<file path="config.mk">
export PLATFORM = sky130hd
export DESIGN_NAME = benes_ctrl_gen_flat
export DESIGN_NICKNAME = d
export VERILOG_FILES = /design/src/rtl/benes_pkg.sv /design/src/rtl/benes_ctrl_gen_if.sv /design/src/rtl/xorshift32.sv /design/src/rtl/benes_ctrl_gen.sv /design/src/flat_wrapper.sv
export SDC_FILE = /design/constraint.sdc
export NUM_CORES = 1
export LEC_CHECK = 0
export CORE_MARGIN = 2
export CORE_UTILIZATION = 41
export CTS_CLUSTER_DIAMETER = 80
export DETAILED_ROUTE_END_ITERATION = 12
export GPL_TIMING_DRIVEN = 1
export MAX_ROUTING_LAYER = met4
export PLACE_DENSITY = 0.67
export REMOVE_ABC_BUFFERS = 1
export SLEW_MARGIN = 20
export SYNTH_ARGS = -nofsm -noshare
export SYNTH_HDL_FRONTEND = slang
export SYNTH_SLANG_ARGS = --single-unit
export TNS_END_PERCENT = 100
</file>
<file path="constraint.sdc">
create_clock -name clk -period 1.9 [get_ports clk]
set_input_delay 0.57 -clock clk [delete_from_list [all_inputs] [get_ports clk]]
set_output_delay 0.57 -clock clk [all_outputs]
set_load 0.01 [all_outputs]
</file>
<file path="src/rtl/benes_pkg.sv">
// rtl/benes_pkg.sv - shared types and helpers for the Benes control-word generator
package benes_pkg;

  typedef enum logic [1:0] {
    S_IDLE = 2'd0,
    S_GEN  = 2'd1,
    S_HOLD = 2'd2
  } state_e;

  // Switch count of a WIDTH-port Benes network: (2*log2(W)-1) stages of W/2 switches.
  function automatic int nbits(input int width);
    return width * $clog2(width) - width / 2;
  endfunction

  function automatic int words(input int width);
    return (nbits(width) + 31) / 32;
  endfunction

  function automatic logic [31:0] xorshift32_step(input logic [31:0] x);
    return (x << 13) ^ (x >> 17) ^ (x << 5);
  endfunction

endpackage

</file>
<file path="src/rtl/benes_ctrl_gen_if.sv">
// rtl/benes_ctrl_gen_if.sv - control/seed inputs and control-word stream of the generator
interface benes_ctrl_gen_if #(
  parameter int WIDTH = 8
);
  import benes_pkg::*;

  localparam int NBITS = nbits(WIDTH);

  logic             en;
  logic             seed_valid;
  logic [31:0]      seed_data;
  logic             ctrl_valid;
  logic             ctrl_ready;
  logic [NBITS-1:0] ctrl_data;
  logic             busy;

  modport master (
    input  en, seed_valid, seed_data, ctrl_ready,
    output ctrl_valid, ctrl_data, busy
  );

  modport slave (
    output en, seed_valid, seed_data, ctrl_ready,
    input  ctrl_valid, ctrl_data, busy
  );

endinterface

</file>
<file path="src/rtl/xorshift32.sv">
// rtl/xorshift32.sv - one combinational step of the 32-bit xorshift PRNG
module xorshift32
  import benes_pkg::*;
(
  input  logic [31:0] x_i,
  output logic [31:0] y_o
);

  assign y_o = xorshift32_step(x_i);

endmodule

</file>
<file path="src/rtl/benes_ctrl_gen.sv">
// rtl/benes_ctrl_gen.sv - fills a Benes switch-control word from a PRNG, one 32-bit word per cycle
module benes_ctrl_gen
  import benes_pkg::*;
#(
  parameter int          WIDTH = 8,
  parameter logic [31:0] SEED  = 32'h0000_0001
) (
  input logic              clk,
  input logic              rst,
  benes_ctrl_gen_if.master bus
);

  localparam int NBITS = nbits(WIDTH);
  localparam int WORDS = words(WIDTH);
  localparam int KW    = (WORDS > 1) ? $clog2(WORDS) : 1;

  state_e              fsm_q, fsm_d;
  logic [31:0]         prng_q, prng_d;
  logic [WORDS*32-1:0] acc_q, acc_d;
  logic [KW-1:0]       k_q, k_d;
  logic [NBITS-1:0]    ctrl_data_q, ctrl_data_d;
  logic                ctrl_valid_q, ctrl_valid_d;
  logic                busy_q, busy_d;

  logic [31:0] step_raw;
  logic [31:0] step_val;
  logic [31:0] seed_val;

  xorshift32 u_step (
    .x_i (prng_q),
    .y_o (step_raw)
  );

  // Zero is a fixed point of xorshift, so it is never allowed into the state.
  assign step_val = (step_raw == 32'h0) ? 32'h1 : step_raw;
  assign seed_val = (bus.seed_data == 32'h0) ? 32'h1 : bus.seed_data;

  always_comb begin
    fsm_d        = fsm_q;
    prng_d       = prng_q;
    acc_d        = acc_q;
    k_d          = k_q;
    ctrl_data_d  = ctrl_data_q;
    ctrl_valid_d = ctrl_valid_q;

    if (bus.seed_valid) begin
      prng_d       = seed_val;
      acc_d        = '0;
      k_d          = '0;
      ctrl_valid_d = 1'b0;
      fsm_d        = bus.en ? S_GEN : S_IDLE;
    end else begin
      unique case (fsm_q)
        S_IDLE: begin
          if (bus.en) fsm_d = S_GEN;
        end
        S_GEN: begin
          if (bus.en) begin
            prng_d = step_val;
            for (int w = 0; w < WORDS; w++) begin
              if (int'(k_q) == w) acc_d[w*32 +: 32] = step_val;
            end
            if (int'(k_q) == WORDS - 1) begin
              k_d          = '0;
              ctrl_data_d  = acc_d[NBITS-1:0];
              ctrl_valid_d = 1'b1;
              fsm_d        = S_HOLD;
            end else begin
              k_d = k_q + 1'b1;
            end
          end
        end
        S_HOLD: begin
          if (ctrl_valid_q && bus.ctrl_ready) begin
            ctrl_valid_d = 1'b0;
            fsm_d        = bus.en ? S_GEN : S_IDLE;
          end
        end
        default: fsm_d = S_IDLE;
      endcase
    end

    busy_d = (fsm_d == S_GEN);
  end

  always_ff @(posedge clk) begin
    if (rst) begin
      fsm_q        <= S_IDLE;
      prng_q       <= SEED;
      acc_q        <= '0;
      k_q          <= '0;
      ctrl_data_q  <= '0;
      ctrl_valid_q <= 1'b0;
      busy_q       <= 1'b0;
    end else begin
      fsm_q        <= fsm_d;
      prng_q       <= prng_d;
      acc_q        <= acc_d;
      k_q          <= k_d;
      ctrl_data_q  <= ctrl_data_d;
      ctrl_valid_q <= ctrl_valid_d;
      busy_q       <= busy_d;
    end
  end

  assign bus.ctrl_data  = ctrl_data_q;
  assign bus.ctrl_valid = ctrl_valid_q;
  assign bus.busy       = busy_q;

endmodule

</file>
<file path="src/flat_wrapper.sv">
// flat-port wrapper written by rule: the top's interface ports become plain ports
module benes_ctrl_gen_flat import benes_pkg::*;
#(
  parameter int          WIDTH = 8,
  parameter logic [31:0] SEED  = 32'h0000_0001
)
  (clk, rst, bus_en, bus_seed_valid, bus_seed_data, bus_ctrl_ready, bus_ctrl_valid, bus_ctrl_data, bus_busy);
  benes_ctrl_gen_if #(.WIDTH(WIDTH)) bus_i ();
  input logic clk;
  input logic rst;
  input wire logic [$bits(bus_i.en)-1:0] bus_en;
  input wire logic [$bits(bus_i.seed_valid)-1:0] bus_seed_valid;
  input wire logic [$bits(bus_i.seed_data)-1:0] bus_seed_data;
  input wire logic [$bits(bus_i.ctrl_ready)-1:0] bus_ctrl_ready;
  output wire logic [$bits(bus_i.ctrl_valid)-1:0] bus_ctrl_valid;
  output wire logic [$bits(bus_i.ctrl_data)-1:0] bus_ctrl_data;
  output wire logic [$bits(bus_i.busy)-1:0] bus_busy;
  assign bus_i.en = bus_en;
  assign bus_i.seed_valid = bus_seed_valid;
  assign bus_i.seed_data = bus_seed_data;
  assign bus_i.ctrl_ready = bus_ctrl_ready;
  assign bus_ctrl_valid = bus_i.ctrl_valid;
  assign bus_ctrl_data = bus_i.ctrl_data;
  assign bus_busy = bus_i.busy;
  benes_ctrl_gen #(.WIDTH(WIDTH), .SEED(SEED)) u_core (.clk(clk), .rst(rst), .bus(bus_i));
endmodule
</file>
==> run_results.csv <==
group,metric,value,unit
drt,via_per_inst,5.50,
clock_network,hold_buffers,0,
global_route,grt_busiest_layer,"met2",
global_route,grt_max_degree,34,
global_route,first_global_vias,2430,
drt,dr.pass1.iters,5,
setup_path,path_class,"reg -> out",
synth,synth_cells,305,
layout,fillers,533,
clock_network,numCtsBuffers,5,
pwr,switching_power,654,µW
job,drv_cap,0,
synth,avgSynthCellArea,8.28,µm²
sta,hold_violations,0,
synth,yosysWarnings,0,
sta,max_freq,550,MHz
drt,vias,2502,
layout,final_common_cell,"nand2_1",
floorplanning,dieHeight,82.5,µm
synth,ys_async_sr_fraction,0,%
layout,fin_nets,415,
sta,rsz0062_at_grt,"no",
setup_path,crit_path_max_incr_delay,0.55,ns
drt,ant_nets,0,
layout,drive_above_1_share,11.3,%
pwr,p_per_area,692,nW/µm²
clock_network,htree_levels,2,
floorplanning,coreArea,5920,µm²
global_route,grtUsageMet1,31.9,%
clock_network,clock_latency,0.31,ns
synth,synth_edf_count,0,
setup_path,end_kind,"output port",
synth,mappedNetlistArea,2520,µm²
floorplanning,die_x,82.5,µm
drt,wl,7.41,mm
global_route,grt_usage,23.9,%
clock_network,clock_sinks,56,
sta,slew_viol_final,0,
pwr,pwr-share-seq,53.8,%
placed_design,io_buffers,58,
pwr,pwr-share-clk,28.4,%
synth,ys_seq_area_share,44.4,%
drt,routedWlPerCell,16.3,µm
synth,synth_seq_cells,56,
clock_network,cts_buffer_depth,2,
setup_path,worst-path-buf-inv,1,
layout,area_delta_synth_final,37.7,%
sta,setup_viol,0,
clock_network,cts_tree,"done",
floorplanning,rows,28,
floorplanning,io_pins,59,
global_route,grt_use_met2,36.7,%
setup_path,required,1.33,ns
pwr,p_comb_share,17.8,%
layout,final_core_util,58.7,%
min_path,hold_path_class,"reg -> reg",
synth,synthDistinctLibCells,37,
setup_path,critPathMaxFanout,4,
pwr,swShare,27.2,%
synth,synthFlopType,"dfxtp_1",
floorplanning,start_util,42.6,%
global_route,antenna_found_initial,1,
sta,whs,0.458,ns
sta,min_period,1.82,ns
placed_design,gp_congestion,0.897,
global_route,grt_overflow,0,
setup_path,crit_chain,"clkdlybuf4s50_1",
sta,slew_headroom,77.7,%
sta,skew,0.00662,ns
clock_network,cts_root_buf,"clkbuf_8",
global_route,grtUsageMet3,5.43,%
drt,drt_iter0_drc,265,
placed_design,dp_hpwl,5.52,mm
setup_path,path_delay_family,"buffers and inverters",
global_route,grt_pass1_wl,11.9,mm
setup_path,arrival,1.25,ns
run_status,status,"complete, no violations",
floorplanning,die-area,6800,µm²
pwr,p_leak,1.34,nW
clock_network,clk_pin_slew,0.10,ns
pwr,internal_power,1.75,mW
sta,period_share,95.7,%
drt,drc,0,
layout,layout_common_cells,"nand2_1 (79), dfxtp_1 (56), clkdlybuf4s50_1 (55)",
sta,worst_slew_pin_slew,0.334,ns
pwr,ir_drop,0.000360,V
setup_path,critical_path.startpoint_type,"flop",
setup_path,slowest_stage,"clkdlybuf4s50_1",
logic make-up after synthesis:
family / Yosys count / share of synthesized area, %
AO/OA/AOI/OAI: 64 / 16.5
XOR/XNOR: 29 / 10.1
buffers and inverters: 18 / 3.12
flip-flops: 56 / 44.4
multiplexers: 6 / 2.53
AND/OR/NAND/NOR: 132 / 23.4
timing repair:
action                     CTS  global route
setup endpoints to repair    0             2
buffers inserted             0             2
gates resized for setup      0             7
worst paths after layout:
| check | from | endpoint | slack, ns | cells past startpoint |
|---|---|---|---|---|
| hold reg to reg | u_core.bus.ctrl_data[18] | u_core.bus.ctrl_data[18] | 0.46 | 2 |
| setup reg to reg | u_core.prng_q[4] | u_core.bus.ctrl_data[0] | 0.14 | 5 |
| setup / recovery | u_core.bus.ctrl_valid | bus_ctrl_valid | 0.08 | 1 |
| hold / removal | u_core.bus.ctrl_data[18] | u_core.bus.ctrl_data[18] | 0.46 | 2 |
power groups by stage:
stage,Sequential (mW),Clock (mW),Combinational (mW)
after floorplan,1.31,0,0.188
after global placement,1.32,0,0.415
after detailed placement,1.32,0,0.420
after CTS,1.29,0.690,0.422
after global routing,1.30,0.733,0.472
final,1.29,0.684,0.429
sequential cells by signal, summed over array words and instances (netlist names):
register,flops
u_core.prng_q,32
u_core.fsm_q,2
u_core.bus.ctrl_valid,1
u_core.bus.ctrl_data,20
u_core.bus.busy,1
layer usage:
metal  vias up  part of all wire [%]
li1       1217                     -
met4         0                   1.5
met3        15                   8.2
met5         -                     0
met2       108                    46
met1      1162                    45
per-stage QoR:
stage / total power, mW / std cells / instance area [µm²] / setup slack (ns) / setup TNS (ns)
6_report: 2.41 / 455 / 3480 / 0.0823 / 0
5_1_grt: 2.51 / 455 / 3480 / 0.0340 / 0
4_1_cts: 2.40 / 451 / 3430 / 0.0611 / 0
3_5_place_dp: 1.74 / 443 / 3340 / -0.259 / -7.55
3_3_place_gp: 1.73 / 443 / 3340 / -0.214 / -6.58
2_1_floorplan: 1.49 / 287 / 2450 / -0.368 / -7.70
Yosys cell counts (2+ instances only):
library cell / number / share of area [%]
a211oi_1: 2 / 0.59
a21oi_1: 27 / 5.4
a221oi_1: 6 / 2.1
a222oi_1: 4 / 1.6
a22oi_1: 3 / 0.89
a31oi_1: 16 / 4.0
and3_1: 2 / 0.50
buf_2: 3 / 0.59
clkbuf_1: 13 / 1.9
dfxtp_1: 56 / 44
mux2_1: 3 / 1.3
mux2i_1: 3 / 1.2
nand2_1: 80 / 12
nand3_1: 2 / 0.40
nand3b_1: 2 / 0.59
nand4_1: 3 / 0.74
nor2_1: 22 / 3.3
nor3_1: 3 / 0.59
nor4_1: 8 / 2.0
o21ai_1: 2 / 0.40
or3_1: 2 / 0.50
xnor2_1: 10 / 3.5
xor2_1: 19 / 6.6
area by class of cell:
class / count / area [µm²] / area share [%]
tap: 75 / 93.8 / 2.70
timing repair buffer: 84 / 827 / 23.8
clock buffer: 8 / 90.1 / 2.59
sequential: 56 / 1120 / 32.2
multi-input combinational: 231 / 1340 / 38.6
antenna: 1 / 2.50 / 0.0720
No activity file was read; power rests on OpenSTA's default activity.
==> RTL edit (same flow settings) <==
`WIDTH` is set to 8 in 3 places; all go to 4.
--- a/src/rtl/benes_ctrl_gen_if.sv
+++ b/src/rtl/benes_ctrl_gen_if.sv
@@ -1,5 +1,5 @@
 // rtl/benes_ctrl_gen_if.sv - control/seed inputs and control-word stream of the generator
 interface benes_ctrl_gen_if #(
-  parameter int WIDTH = 8
+  parameter int WIDTH = 4
 );
   import benes_pkg::*;
--- a/src/rtl/benes_ctrl_gen.sv
+++ b/src/rtl/benes_ctrl_gen.sv
@@ -3,5 +3,5 @@
   import benes_pkg::*;
 #(
-  parameter int          WIDTH = 8,
+  parameter int          WIDTH = 4,
   parameter logic [31:0] SEED  = 32'h0000_0001
 ) (
--- a/src/flat_wrapper.sv
+++ b/src/flat_wrapper.sv
@@ -2,5 +2,5 @@
 module benes_ctrl_gen_flat import benes_pkg::*;
 #(
-  parameter int          WIDTH = 8,
+  parameter int          WIDTH = 4,
   parameter logic [31:0] SEED  = 32'h0000_0001
 )
Interface: changed (resized bus_ctrl_data); port bits go from 59 to 45. The function was not compared with the original's and may differ.
==> RTL edit against the unedited design <==
Sequential power decreased by 22%. Area after synthesis decreased by 12%. Worst setup slack improved by 25 ps. Die area decreased by 12%. Sequential share of layout area decreased by 4.4 points. Routed wire length decreased by 11%. Power decreased by 10%. Critical endpoint unchanged. Sequential cell count decreased by 14. Design area decreased by 13%.
==> RTL edit: results (changes against the unedited design) <==
* Total GRT Usage at 23.21% (was 23.94%)
* Worst-skew pair later-pin latency at 290 ps (was 310 ps)
* Leakage Power at 0.001056 µW (was 0.001339 µW)
* Initial DRC Count at 211 (was 265)
* P_seq at 1010 µW (was 1290 µW)
* Tot Pwr at 2158 µW (was 2406 µW)
* Pre-CTS WS at -190.7 ps (was -259.1 ps)
* Slew @ Worst Pin at 422.4 ps (was 333.8 ps)
* Int Pwr at 1593 µW (was 1752 µW)
* Worst vdd ir at 0.4769 mV (was 0.3595 mV)
* DR WL/cell at 15.56 µm (was 16.29 µm)
* Initial antenna violation count at 0 (was 1)
* Vias in the first global route at 2181 (was 2430)
* GR Util met3 at 4.186% (was 5.435%)
* Met1 Track Usage GR at 30.74% (was 31.89%)
* Syn Area/Cell at 7.677 µm² (was 8.278 µm²)
* Status: complete, no violations (unchanged)
* Filler cells at 517 (was 533)
* Worst Path Arrival at 1220 ps (was 1250 ps)
* Met1 WL at 3005 µm (was 3312 µm)
* Post-DP Area at 2897 µm² (was 3342 µm²)
* Final nets at 389 (was 415)
* GR Util met2 at 36.61% (was 36.69%)
* Routed wl met2 at 3081 µm (was 3381 µm)
* Cell Count, Final, Fillers Out at 422 (was 455)
* HPWL Detailed at 4878 µm (was 5518 µm)
==> RTL edit: cell types whose count changed in the layout (fill, tap and decap cells not counted), sizes merged, moves of 5 or more <==
| cell | change |
|---|---|
| xnor2 | +19 |
| nand2 | -39 |
| buf | +6 |
| a211oi | +5 |
| a31oi | -15 |
| xor2 | -19 |
| o22ai | +20 |
| a221oi | -7 |
| clkdlybuf4s50 | -12 |
| nor2 | +16 |
| a21oi | +10 |
| dfxtp | -14 |
==> RTL edit: layout make-up <==
type / count / area [µm²] / share of cell area [%]
Clock buffer: 6 / 82.58 / 2.739
Inverter: 1 / 3.754 / 0.1245
Multi-Input combinational cell: 226 / 1270 / 42.12
Tap cell: 70 / 87.58 / 2.905
Sequential cell: 42 / 840.8 / 27.88
Timing Repair Buffer: 76 / 700.7 / 23.24
Clock inverter: 1 / 30.03 / 0.9959
==> RTL edit: repair_timing <==
| item | 4_1_cts | 5_1_grt |
|---|---|---|
| endpoints found under the setup margin | 0 | 1 |
| resized for setup | 0 | 1 |
| setup buffers | 0 | 0 |
==> RTL edit: cell families after synthesis <==
group | count (synthesis) | share of synthesized area, %
xor+xnor | 29 | 11.49
simple gates | 120 | 24.79
compound gates | 75 | 19.98
buf+inv | 20 | 4.810
flops | 42 | 38.03
mux | 2 | 0.9055
==> RTL edit: worst paths after layout <==
path | start | end | slack, ps | cells after the start
setup / recovery | u_core.bus.ctrl_valid | bus_ctrl_valid | 110 | 1
hold / removal | u_core.bus.ctrl_data[3] | u_core.bus.ctrl_data[3] | 460 | 2
setup reg to reg | u_core.prng_q[17] | u_core.bus.ctrl_data[0] | 290 | 4
hold reg to reg | u_core.bus.ctrl_data[3] | u_core.bus.ctrl_data[3] | 460 | 2
